`config.mk`:
```
export PLATFORM = sky130hd
export DESIGN_NAME = alu_issue_ctrl_flat
export DESIGN_NICKNAME = d
export VERILOG_FILES = /design/src/rtl/alu_issue_ctrl_if.sv /design/src/rtl/alu_issue_ctrl.sv /design/src/flat_wrapper.sv
export SDC_FILE = /design/constraint.sdc
export NUM_CORES = 1
export LEC_CHECK = 0
export ABC_AREA = 1
export CAP_MARGIN = 30
export CORE_ASPECT_RATIO = 0.7
export CORE_UTILIZATION = 40
export CTS_CLUSTER_SIZE = 14
export DETAILED_ROUTE_END_ITERATION = 10
export GPL_TIMING_DRIVEN = 0
export PLACE_DENSITY_LB_ADDON = 0.2
export SKIP_LAST_GASP = 1
export SLEW_MARGIN = 20
export SYNTH_ARGS = -nofsm -noshare
export SYNTH_HDL_FRONTEND = slang
export SYNTH_SLANG_ARGS = --single-unit
```
`constraint.sdc`:
```
create_clock -name clk -period 3.1 [get_ports clk]
set_input_delay 0.62 -clock clk [delete_from_list [all_inputs] [get_ports clk]]
set_output_delay 0.62 -clock clk [all_outputs]
set_load 0.005 [all_outputs]
```
`src/rtl/alu_issue_ctrl_if.sv`:
```
// alu_issue_ctrl_if: instruction, ALU and writeback channels of the ALU issue controller
interface alu_issue_ctrl_if #(
   parameter int CNT_W = 16
);
   logic             instr_valid;
   logic             instr_ready;
   logic [31:0]      instr;
   logic [31:0]      rs1_data;
   logic [31:0]      rs2_data;
   logic [31:0]      alu_a;
   logic [31:0]      alu_b;
   logic [2:0]       alu_op;
   logic [31:0]      alu_result;
   logic             alu_carry;
   logic             wb_valid;
   logic             wb_ready;
   logic [4:0]       wb_rd;
   logic [31:0]      wb_data;
   logic             wb_carry;
   logic             wb_we;
   logic             wb_illegal;
   logic [CNT_W-1:0] retire_cnt;
   modport slave (
      input  instr_valid, instr, rs1_data, rs2_data, alu_result, alu_carry, wb_ready,
      output instr_ready, alu_a, alu_b, alu_op, wb_valid, wb_rd, wb_data, wb_carry,
             wb_we, wb_illegal, retire_cnt
   );
   modport master (
      output instr_valid, instr, rs1_data, rs2_data, alu_result, alu_carry, wb_ready,
      input  instr_ready, alu_a, alu_b, alu_op, wb_valid, wb_rd, wb_data, wb_carry,
             wb_we, wb_illegal, retire_cnt
   );
endinterface

```
`src/rtl/alu_issue_ctrl.sv`:
```
// alu_issue_ctrl: decodes RV32I ALU instructions, issues them to the ALU and returns results on a writeback channel
module alu_issue_ctrl #(
   parameter int         CNT_W      = 16,
   parameter logic [2:0] ILLEGAL_OP = 3'b111
) (
   input logic clk,
   input logic rst_n,
   alu_issue_ctrl_if.slave bus
);
   typedef enum logic [1:0] {IDLE, EXEC, WB} state_t;
   state_t           state;
   logic [CNT_W-1:0] cnt;
   logic [6:0]       opc, f7;
   logic [2:0]       f3, base, op;
   logic             is_r, is_i, f3_ok, legal, acc;
   logic [31:0]      imm;
   always_comb begin
      opc   = bus.instr[6:0];
      f3    = bus.instr[14:12];
      f7    = bus.instr[31:25];
      is_r  = opc == 7'b0110011;
      is_i  = opc == 7'b0010011;
      f3_ok = f3 == 3'b000 || f3 == 3'b111 || f3 == 3'b110 || f3 == 3'b100;
      base  = f3 == 3'b111 ? 3'b010 : f3 == 3'b110 ? 3'b011 : f3 == 3'b100 ? 3'b100 : 3'b000;
      legal = f3_ok && (is_i || (is_r && (f7 == 7'b0000000 || (f3 == 3'b000 && f7 == 7'b0100000))));
      op    = !legal ? ILLEGAL_OP : (is_r && f7[5]) ? 3'b001 : base;
      imm   = {{20{bus.instr[31]}}, bus.instr[31:20]};
      acc   = bus.instr_valid && bus.instr_ready;
   end
   assign bus.instr_ready = state == IDLE || (state == WB && bus.wb_ready);
   assign bus.retire_cnt  = cnt;
   always_ff @(posedge clk or negedge rst_n) begin
      if (!rst_n) begin
         state          <= IDLE;
         bus.alu_a      <= '0;
         bus.alu_b      <= '0;
         bus.alu_op     <= '0;
         bus.wb_valid   <= 1'b0;
         bus.wb_rd      <= '0;
         bus.wb_data    <= '0;
         bus.wb_carry   <= 1'b0;
         bus.wb_we      <= 1'b0;
         bus.wb_illegal <= 1'b0;
         cnt            <= '0;
      end else begin
         // acc is only possible in IDLE or in WB while the result is being consumed
         if (acc) begin
            bus.alu_a      <= bus.rs1_data;
            bus.alu_b      <= is_r ? bus.rs2_data : imm;
            bus.alu_op     <= op;
            bus.wb_rd      <= bus.instr[11:7];
            bus.wb_illegal <= !legal;
            bus.wb_we      <= legal && bus.instr[11:7] != 5'd0;
         end
         unique case (state)
            IDLE: if (acc) state <= EXEC;
            EXEC: begin
               bus.wb_data  <= bus.wb_illegal ? 32'd0 : bus.alu_result;
               bus.wb_carry <= !bus.wb_illegal && bus.alu_carry;
               bus.wb_valid <= 1'b1;
               state        <= WB;
            end
            WB: if (bus.wb_ready) begin
               bus.wb_valid <= 1'b0;
               if (!bus.wb_illegal) cnt <= cnt + CNT_W'(1);
               state <= bus.instr_valid ? EXEC : IDLE;
            end
            default: state <= IDLE;
         endcase
      end
   end
endmodule

```
`src/flat_wrapper.sv`:
```
// flat-port wrapper written by rule: the top's interface ports become plain ports
module alu_issue_ctrl_flat 
#(
   parameter int         CNT_W      = 16,
   parameter logic [2:0] ILLEGAL_OP = 3'b111
)
  (clk, rst_n, bus_instr_valid, bus_instr, bus_rs1_data, bus_rs2_data, bus_alu_result, bus_alu_carry, bus_wb_ready, bus_instr_ready, bus_alu_a, bus_alu_b, bus_alu_op, bus_wb_valid, bus_wb_rd, bus_wb_data, bus_wb_carry, bus_wb_we, bus_wb_illegal, bus_retire_cnt);
  alu_issue_ctrl_if #(.CNT_W(CNT_W)) bus_i ();
  input logic clk;
  input logic rst_n;
  input wire logic [$bits(bus_i.instr_valid)-1:0] bus_instr_valid;
  input wire logic [$bits(bus_i.instr)-1:0] bus_instr;
  input wire logic [$bits(bus_i.rs1_data)-1:0] bus_rs1_data;
  input wire logic [$bits(bus_i.rs2_data)-1:0] bus_rs2_data;
  input wire logic [$bits(bus_i.alu_result)-1:0] bus_alu_result;
  input wire logic [$bits(bus_i.alu_carry)-1:0] bus_alu_carry;
  input wire logic [$bits(bus_i.wb_ready)-1:0] bus_wb_ready;
  output wire logic [$bits(bus_i.instr_ready)-1:0] bus_instr_ready;
  output wire logic [$bits(bus_i.alu_a)-1:0] bus_alu_a;
  output wire logic [$bits(bus_i.alu_b)-1:0] bus_alu_b;
  output wire logic [$bits(bus_i.alu_op)-1:0] bus_alu_op;
  output wire logic [$bits(bus_i.wb_valid)-1:0] bus_wb_valid;
  output wire logic [$bits(bus_i.wb_rd)-1:0] bus_wb_rd;
  output wire logic [$bits(bus_i.wb_data)-1:0] bus_wb_data;
  output wire logic [$bits(bus_i.wb_carry)-1:0] bus_wb_carry;
  output wire logic [$bits(bus_i.wb_we)-1:0] bus_wb_we;
  output wire logic [$bits(bus_i.wb_illegal)-1:0] bus_wb_illegal;
  output wire logic [$bits(bus_i.retire_cnt)-1:0] bus_retire_cnt;
  assign bus_i.instr_valid = bus_instr_valid;
  assign bus_i.instr = bus_instr;
  assign bus_i.rs1_data = bus_rs1_data;
  assign bus_i.rs2_data = bus_rs2_data;
  assign bus_i.alu_result = bus_alu_result;
  assign bus_i.alu_carry = bus_alu_carry;
  assign bus_i.wb_ready = bus_wb_ready;
  assign bus_instr_ready = bus_i.instr_ready;
  assign bus_alu_a = bus_i.alu_a;
  assign bus_alu_b = bus_i.alu_b;
  assign bus_alu_op = bus_i.alu_op;
  assign bus_wb_valid = bus_i.wb_valid;
  assign bus_wb_rd = bus_i.wb_rd;
  assign bus_wb_data = bus_i.wb_data;
  assign bus_wb_carry = bus_i.wb_carry;
  assign bus_wb_we = bus_i.wb_we;
  assign bus_wb_illegal = bus_i.wb_illegal;
  assign bus_retire_cnt = bus_i.retire_cnt;
  alu_issue_ctrl #(.CNT_W(CNT_W), .ILLEGAL_OP(ILLEGAL_OP)) u_core (.clk(clk), .rst_n(rst_n), .bus(bus_i));
endmodule
```
==> flow_summary.ini, run 1 <==
[outcome]
outcome = completed

[place]
gp_congestion = 0.863
port_buffers = 252
total_placed_cells_including_tap_cells = 1082
dp.final_hpwl_um = 11900

[critical_path]
crit_path_end_kind = output pin
required_worst_endpoint_ns = 2.48
setup.worst_path.class = input port to output pin
crit-reg2reg-launch = u_core.state[0]
crit_chain = clkdlybuf4s50_1 -> nor2_1 -> nor2_1 -> clkdlybuf4s50_1
startpoint_type = input port
r2r_end = u_core.bus.alu_op[0]
max_stage_delay_ns = 0.53
setup.reg_to_reg.worst_slack_ns = 1.67
critical_path.startpoint = bus_wb_ready
r2r_cells = 9
critical_path_arrival_ns = 1.83
slowest_stage_cell_on_the_critical_path = clkdlybuf4s50_1
critPathMaxFanout = 3

[timing]
finalHoldViolCount = 0
maxClockFrequency_ghz = 0.408
tns_ns = 0
report.final.slew_viol_count = 0
grt_setup_unrepaired = false
report.final.setup_viol = 0
fin_skew_ns = 0.0119
final_period_minus_worst_setup_slack_ns = 2.45
max_slew.worst_pin.slew_ns = 0.498
finalCritPeriodShare = 0.791
slew_margin_rel = 0.668

[global_route]
initial_antenna_violation_count = 0
grt_util_overall = 0.232
congestion_overflow_gr = 0
grt_max_degree = 82
grt_pass1_vias = 5090
grt_pass1_wl_um = 25500

[clocking]
clock_buffer_count_from_cts = 17
cts_tree = done
post_cts_resize_count = 0
cts_hold_repair.buffers = 0
clock_tree.htree_level_count = 4
number_of_clock_sinks = 126
root_buffer_cell = clkbuf_16
cts_buffer_depth = 2
clkLatencyLatePin_ns = 0.41
clk_pin_slew_ns = 0.06
post_cts.repair.setup_buffers = 0

[yosys]
synth-warning-count = 0
synthDistinctLibCells = 28
netlist.area_leader.share = 0.575
gate_count_after_technology_mapping = 644
synth-seq-area-share = 0.575
synth_area_sq_mm = 0.00548
synth.top_cells.by_area = dfrtp_1 (58%), nand2_1 (16%), nand3_1 (6.8%)
postSynthNetCount = 778
avgSynthCellArea_sq_um = 8.51
postSynthRegisterBits = 126
synthDominantAreaCellType = dfrtp_1

[drt]
route.detailed.drc = 0
detailroute.wirelength.met3_um = 1070
routed_via_density = 4.71
top_signal_layer_used = met4
via_count = 5244
drtPass1Iterations = 4
route.detailed.wl_per_inst_um = 14.3
ant_nets = 0
wl_met2_um = 7320
wirelength_met1_um = 7340
drtIter0Drc = 277
postRouteWirelength_um = 15900

[cells_and_area]
area.sequential_sq_mm = 0.00315
post-route-util = 0.669
multi_input_comb_area_sq_mm = 0.00201
fill_cells = 1106
number_of_nets_in_the_final_layout = 1050
layoutNonFillerInstCount = 1113
drive_above_1_share = 0.0851
synthToLayoutAreaGrowth_pct = 62.1
num_antenna_cells = 0

[pwr]
p_leak_nw = 4.10
power_density_mw_per_mm2 = 587
power.switching_mw = 1.35
p_sw_frac = 0.259
seq_power_share = 0.384
intPower_mw = 3.86
irDropWorstVdd_v = 0.000377
share_comb_of_total_power = 0.222
relative_contribution_of_the_clock_network_to_total_power = 0.395

[run]
drv_cap = 0

[floorplanning]
design.portCount = 258
die-height_um = 99.9
row_count = 35
die_width_um = 142
fp.dieArea_sq_mm = 0.0142
floorplan.core_area_sq_mm = 0.0133
initial_utilization = 0.413

[worst_hold_path]
min-delay-path-class = input port to async pin
[layout by cell type (no fill, tap or decap), types with 17 or more instances in the layout]
master,n
inv_1,30
buf_2,19
a21oi_1,20
nor2_1,51
a31oi_1,21
nand2_1,240
nand3_1,74
clkdlybuf4s50_1,251
dfrtp_1,126
clkbuf_16,17
[metal layers]
metal	up-vias	GRT usage
met2	171	0.359
met3	14	0.0668
met4	0	0.0778
li1	2609	-
met5	-	0
met1	2450	0.313
[power groups by stage]
stage | clock network [mW] | logic, mW | registers [mW]
floorplan | 0 | 0.351 | 2.04
global placement | 0 | 1.15 | 2.02
detailed placement | 0 | 1.17 | 2.03
CTS | 2.10 | 1.17 | 2.00
global route | 2.18 | 1.27 | 2.03
finish | 2.06 | 1.16 | 2.00
[state kept, by name (all words and copies together) (netlist names)]
name                   flops
u_core.bus.wb_we           1
u_core.bus.wb_data        32
u_core.bus.wb_illegal      1
u_core.bus.alu_b          32
u_core.bus.wb_carry        1
u_core.bus.alu_op          3
u_core.bus.wb_valid        1
u_core.state               2
u_core.bus.alu_a          32
u_core.bus.retire_cnt     16
u_core.bus.wb_rd           5
[layout make-up]
type,instances,share of cell area
Buffer,33,0.0217
Clock buffer,19,0.0510
Clock inverter,12,0.0183
Inverter,34,0.0144
Multi-Input combinational cell,451,0.226
Sequential cell,126,0.355
Tap cell,185,0.0261
Timing Repair Buffer,253,0.288
[cells by family (layout without fill, tap and decap cells)]
family	Yosys count	after routing	synth area share
flip-flops	126	126	0.575
buffers and inverters	67	351	0.0584
AO/OA/AOI/OAI	53	53	0.0536
XOR/XNOR	7	7	0.0112
adder cells (fa/ha/maj)	1	1	0.00228
AND/OR/NAND/NOR	390	390	0.299
[how the worst max path moves through the flow]
stage | endpoint | slack (ns) | depth (start not counted)
2_1_floorplan | bus_instr_ready | 1.66 | 2
3_3_place_gp | u_core.bus.wb_data[21] | -3.71 | 1
3_5_place_dp | bus_instr_ready | 0.64 | 4
4_1_cts | bus_instr_ready | 0.64 | 4
5_1_grt | bus_instr_ready | 0.56 | 4
6_report | bus_instr_ready | 0.65 | 4
[cells in the mapped netlist, drive strengths merged]
| library cell | number |
|---|---|
| a21oi | 20 |
| a22oi | 1 |
| a31oi | 21 |
| buf | 27 |
| clkbuf | 6 |
| clkinv | 1 |
| dfrtp | 126 |
| ha | 1 |
| inv | 33 |
| nand2 | 242 |
| nand3 | 76 |
| nand3b | 2 |
| nand4 | 3 |
| nor2 | 61 |
| nor3 | 3 |
| nor4 | 1 |
| o21ai | 11 |
| or2 | 2 |
| xnor2 | 3 |
| xor2 | 4 |
[metrics by stage]
step	worst slack, ns	power, mW	area, sq um	hold WS (ns)
6_report	0.648	5.22	8880	0.100
5_1_grt	0.561	5.47	8880	0.111
4_1_cts	0.642	5.27	8880	0.103
3_5_place_dp	0.642	3.19	8270	0.459
3_3_place_gp	-3.71	3.17	8240	0.453
2_1_floorplan	1.66	2.39	5480	0.324
[worst max-delay path: cells and delay by family]
family                 cells  cell delay, ns
buffers and inverters      2            1.04
and+or+nand+nor            2            0.18
Power figures use the tool's default switching activity.
==> run 2, diff against run 1 <==
==> constraint.sdc (replaced) <==
create_clock -name clk -period 2.5 [get_ports clk]
set_input_delay 0.5 -clock clk [delete_from_list [all_inputs] [get_ports clk]]
set_output_delay 0.5 -clock clk [all_outputs]
set_load 0.005 [all_outputs]
==> flow_summary.ini, run 2 (same netlist as run 1, synthesis figures left out) <==
[critical_path]
setup.worst_path.class = input port to output pin
r2r_cells = 9
required_worst_endpoint_ns = 2.00
crit_path_end_kind = output pin
critical_path_arrival_ns = 1.71
crit-reg2reg-launch = u_core.state[0]
r2r_end = u_core.bus.alu_op[0]
setup.reg_to_reg.worst_slack_ns = 1.07
max_stage_delay_ns = 0.53
startpoint_type = input port
slowest_stage_cell_on_the_critical_path = clkdlybuf4s50_1
critPathMaxFanout = 3
crit_chain = clkdlybuf4s50_1 -> nor2_1 -> nor2_1 -> clkdlybuf4s50_1

[timing]
tns_ns = 0
max_slew.worst_pin.slew_ns = 0.498
slew_margin_rel = 0.668
finalHoldViolCount = 0
fin_skew_ns = 0.0119
report.final.slew_viol_count = 0
finalCritPeriodShare = 0.885
final_period_minus_worst_setup_slack_ns = 2.21
report.final.setup_viol = 0
maxClockFrequency_ghz = 0.452
grt_setup_unrepaired = false

[drt]
drtIter0Drc = 271
ant_nets = 0
routed_via_density = 4.71
postRouteWirelength_um = 15900
route.detailed.drc = 0
drtPass1Iterations = 4
via_count = 5246
route.detailed.wl_per_inst_um = 14.3

[global_route]
initial_antenna_violation_count = 0
congestion_overflow_gr = 0
grt_pass1_wl_um = 25500
grt_util_overall = 0.232
grt_max_degree = 82
grt_pass1_vias = 5102

[run]
drv_cap = 0

[floorplanning]
design.portCount = 258
die_width_um = 142
die-height_um = 99.9
floorplan.core_area_sq_mm = 0.0133
row_count = 35
initial_utilization = 0.413
fp.dieArea_sq_mm = 0.0142

[pwr]
power_density_mw_per_mm2 = 727
p_leak_nw = 4.10
irDropWorstVdd_v = 0.000468

[clocking]
root_buffer_cell = clkbuf_16
number_of_clock_sinks = 126
cts_buffer_depth = 2
clock_buffer_count_from_cts = 17
post_cts_resize_count = 0
cts_hold_repair.buffers = 1
cts_tree = done
clk_pin_slew_ns = 0.05
clock_tree.htree_level_count = 4
post_cts.repair.setup_buffers = 0
clkLatencyLatePin_ns = 0.41

[cells_and_area]
layout.cell_area.non_filler_sq_mm = 0.00889
drive_above_1_share = 0.0850
num_antenna_cells = 0
most-common-layout-cells = clkdlybuf4s50_1 (251), nand2_1 (240), dfrtp_1 (126), nand3_1 (74), nor2_1 (51)
post-route-util = 0.670
number_of_nets_in_the_final_layout = 1051
mostFrequentLayoutCell = clkdlybuf4s50_1
synthToLayoutAreaGrowth_pct = 62.2
biggest_registers_after_layout = u_core.bus.alu_a (32), u_core.bus.alu_b (32), u_core.bus.wb_data (32)

[place]
dp.final_hpwl_um = 11900
port_buffers = 252
gp_congestion = 0.863
placed_cell_area_sq_mm = 0.00827

[worst_hold_path]
min-delay-path-class = flop to flop
whs_endpoint = u_core.bus.alu_a[30]
worst_hold_path.num_cells = 2
worstHoldStart = u_core.bus.alu_a[30]

[outcome]
outcome = completed
[run 2: layer usage]
metal | track usage | vias to the layer above | routed length, um
li1 | - | 2612 | -
met1 | 0.313 | 2447 | 7330
met2 | 0.360 | 173 | 7320
met3 | 0.0668 | 14 | 1080
met4 | 0.0778 | 0 | 197
met5 | 0 | - | 0
[run 2: critical path: cells and delay by family]
family	cells	cell delay, ns
and+or+nand+nor	2	0.18
buffers and inverters	2	1.04
[run 2: how the worst max path moves through the flow]
stage                       startpoint                endpoint  slack, ns
after global placement           rst_n  u_core.bus.wb_data[21]      -4.19
after CTS                 bus_wb_ready         bus_instr_ready       0.28
after detailed placement  bus_wb_ready         bus_instr_ready       0.28
after floorplan           bus_instr[2]    u_core.bus.alu_b[10]       1.19
final                     bus_wb_ready         bus_instr_ready       0.29
after global routing      bus_wb_ready         bus_instr_ready       0.20
[run 2: cell type report]
type	count	area, sq um
Fill cell	1102	4380
Clock inverter	12	163
Inverter	34	128
Buffer	33	193
Tap cell	185	231
Multi-Input combinational cell	451	2010
Clock buffer	19	453
Timing Repair Buffer	254	2560
Sequential cell	126	3150
[run 2: where the power goes]
| group | internal (mW) | switching (mW) |
|---|---|---|
| Clock | 1.62 | 0.928 |
| Sequential | 2.33 | 0.155 |
| Combinational | 0.842 | 0.594 |
| Total | 4.79 | 1.68 |
[run 2: per-stage QoR]
| step | total power [mW] | worst slack [ns] | hold slack (ns) | std cells |
|---|---|---|---|---|
| after CTS | 6.53 | 0.282 | 0.473 | 1114 |
| after detailed placement | 3.96 | 0.282 | 0.418 | 1082 |
| after floorplan | 2.97 | 1.19 | 0.204 | 644 |
| after global placement | 3.93 | -4.19 | 0.453 | 1081 |
| final | 6.47 | 0.288 | 0.471 | 1114 |
| after global routing | 6.78 | 0.201 | 0.484 | 1114 |
==> run 3, diff against run 2 <==
--- a/config.mk
+++ b/config.mk
@@ -13,6 +13,7 @@
 export DETAILED_ROUTE_END_ITERATION = 10
 export GPL_TIMING_DRIVEN = 0
 export PLACE_DENSITY_LB_ADDON = 0.2
+export REMOVE_ABC_BUFFERS = 1
 export SKIP_LAST_GASP = 1
 export SLEW_MARGIN = 20
 export SYNTH_ARGS = -nofsm -noshare
==> flow_summary.ini, run 3 (same netlist as run 1, synthesis figures left out) <==
[outcome]
outcome = completed

[place]
gp_congestion = 0.812
detailedPlace.worstSlack_ns = -0.721
port_buffers = 252
dp.final_hpwl_um = 11200
total_placed_cells_including_tap_cells = 1052

[cells_and_area]
biggest_registers_after_layout = u_core.bus.alu_a (32), u_core.bus.alu_b (32), u_core.bus.wb_data (32)
drive_above_1_share = 0.0665
mostFrequentLayoutCell = clkdlybuf4s50_1
num_antenna_cells = 0
most-common-layout-cells = clkdlybuf4s50_1 (251), nand2_1 (239), dfrtp_1 (126), nand3_1 (74), nor2_1 (51)
layoutNonFillerInstCount = 1087
number_of_nets_in_the_final_layout = 1023
fill_cells = 1072
synthToLayoutAreaGrowth_pct = 61.4

[floorplanning]
design.portCount = 258
die_width_um = 142
fp.dieArea_sq_mm = 0.0142
die-height_um = 99.9
floorplan.core_area_sq_mm = 0.0133
initial_utilization = 0.413
row_count = 35

[global_route]
grt_max_degree = 80
initial_antenna_violation_count = 0
grt_pass1_vias = 5170
congestion_overflow_gr = 0
grt_pass1_wl_um = 26200
grt_util_overall = 0.238

[drt]
via_count = 5304
drtIter0Drc = 337
ant_nets = 0
postRouteWirelength_um = 16400
drtPass1Iterations = 5
routed_via_density = 4.88
route.detailed.wl_per_inst_um = 15.1
route.detailed.drc = 0

[clocking]
cts_tree = done
clk_pin_slew_ns = 0.06
clock_tree.htree_level_count = 4
clock_buffer_count_from_cts = 17
clkLatencyLatePin_ns = 0.41
number_of_clock_sinks = 126
post_cts.repair.setup_buffers = 0
cts_hold_repair.buffers = 0
root_buffer_cell = clkbuf_16
cts_buffer_depth = 2

[pwr]
p_leak_nw = 4.04
report.power.total_mw = 6.51
power_density_mw_per_mm2 = 736
irDropWorstVdd_v = 0.000472

[timing]
whs_ns = 0.00843
finalCritPeriodShare = 0.937
report.final.slew_viol_count = 0
timing.final.ws_setup_ns = 0.158
final_period_minus_worst_setup_slack_ns = 2.34
max_slew.worst_pin.slew_ns = 0.869
grt_setup_unrepaired = false
fin_skew_ns = 0.0109
report.final.setup_viol = 0
maxClockFrequency_ghz = 0.427
slew_margin_rel = 0.420
finalHoldViolCount = 0

[critical_path]
required_worst_endpoint_ns = 2.79
setup.worst_path.class = input port to flop
critical_path_arrival_ns = 2.63
crit_path_end_kind = flop
startpoint_type = input port
critPathMaxFanout = 54

[worst_hold_path]
min-delay-path-class = input port to async pin

[run]
drv_cap = 0
==> run 3: worst paths after layout <==
path / slack (ns) / endpoint / depth (start not counted) / start
worst max-delay path: 0.16 / u_core.bus.alu_b[10] / 6 / bus_wb_ready
worst min-delay path: 0.008 / u_core.bus.retire_cnt[11] / 1 / rst_n
worst max register to register: 0.25 / u_core.bus.alu_b[10] / 6 / u_core.state[0]
worst min register to register: 0.47 / u_core.bus.alu_a[29] / 2 / u_core.bus.alu_a[29]
max in group asynchronous: 1.74 / u_core.bus.alu_a[19] / 2 / rst_n
min in group clk: 0.47 / u_core.bus.alu_a[29] / 2 / u_core.bus.alu_a[29]
==> run 3: layer usage <==
layer | global-route usage | vias to the layer above | wire [um]
li1 | - | 2547 | -
met1 | 0.288 | 2556 | 6790
met2 | 0.403 | 192 | 8150
met3 | 0.0854 | 9 | 1370
met4 | 0.0695 | 0 | 126
met5 | 0 | - | 0
==> run 3: cell type report <==
type,instances,area [sq um],area share
sequential,126,3150,0.356
timing repair buffer,257,2660,0.301
multi-input combinational,453,2050,0.232
clock buffer,20,467,0.0528
tap,185,231,0.0262
clock inverter,12,159,0.0180
inverter,34,128,0.0144
==> run 3: what timing repair did <==
action,CTS,global route
gates cloned,2,0
resized for setup,1,1
endpoints found under the setup margin,21,6
pin swaps,2,0
==> run 3: critical path: stages <==
cell,delay [ns]
clkdlybuf4s50_1,0.51
nor2_1,0.10
nor2_4,0.52
inv_2,0.54
a21oi_1,0.32
a21oi_1,0.11
==> run 3: through the flow <==
step                      instance area, sq um  setup TNS, ns  utilization
after floorplan                           5290         -55.42            -
after global placement                    8040        -691.27        0.606
after detailed placement                  8170         -18.47        0.616
after CTS                                 8810              0        0.664
after global routing                      8850              0        0.667
final                                     8850              0        0.667
==> run 3: power by group <==
part           switching, mW  total (mW)  leakage [nW]  internal (mW)
clock network          0.946        2.60         0.303           1.66
logic                  0.587        1.42          2.18          0.831
registers              0.169        2.50          1.56           2.33
total                   1.70        6.51          4.04           4.81
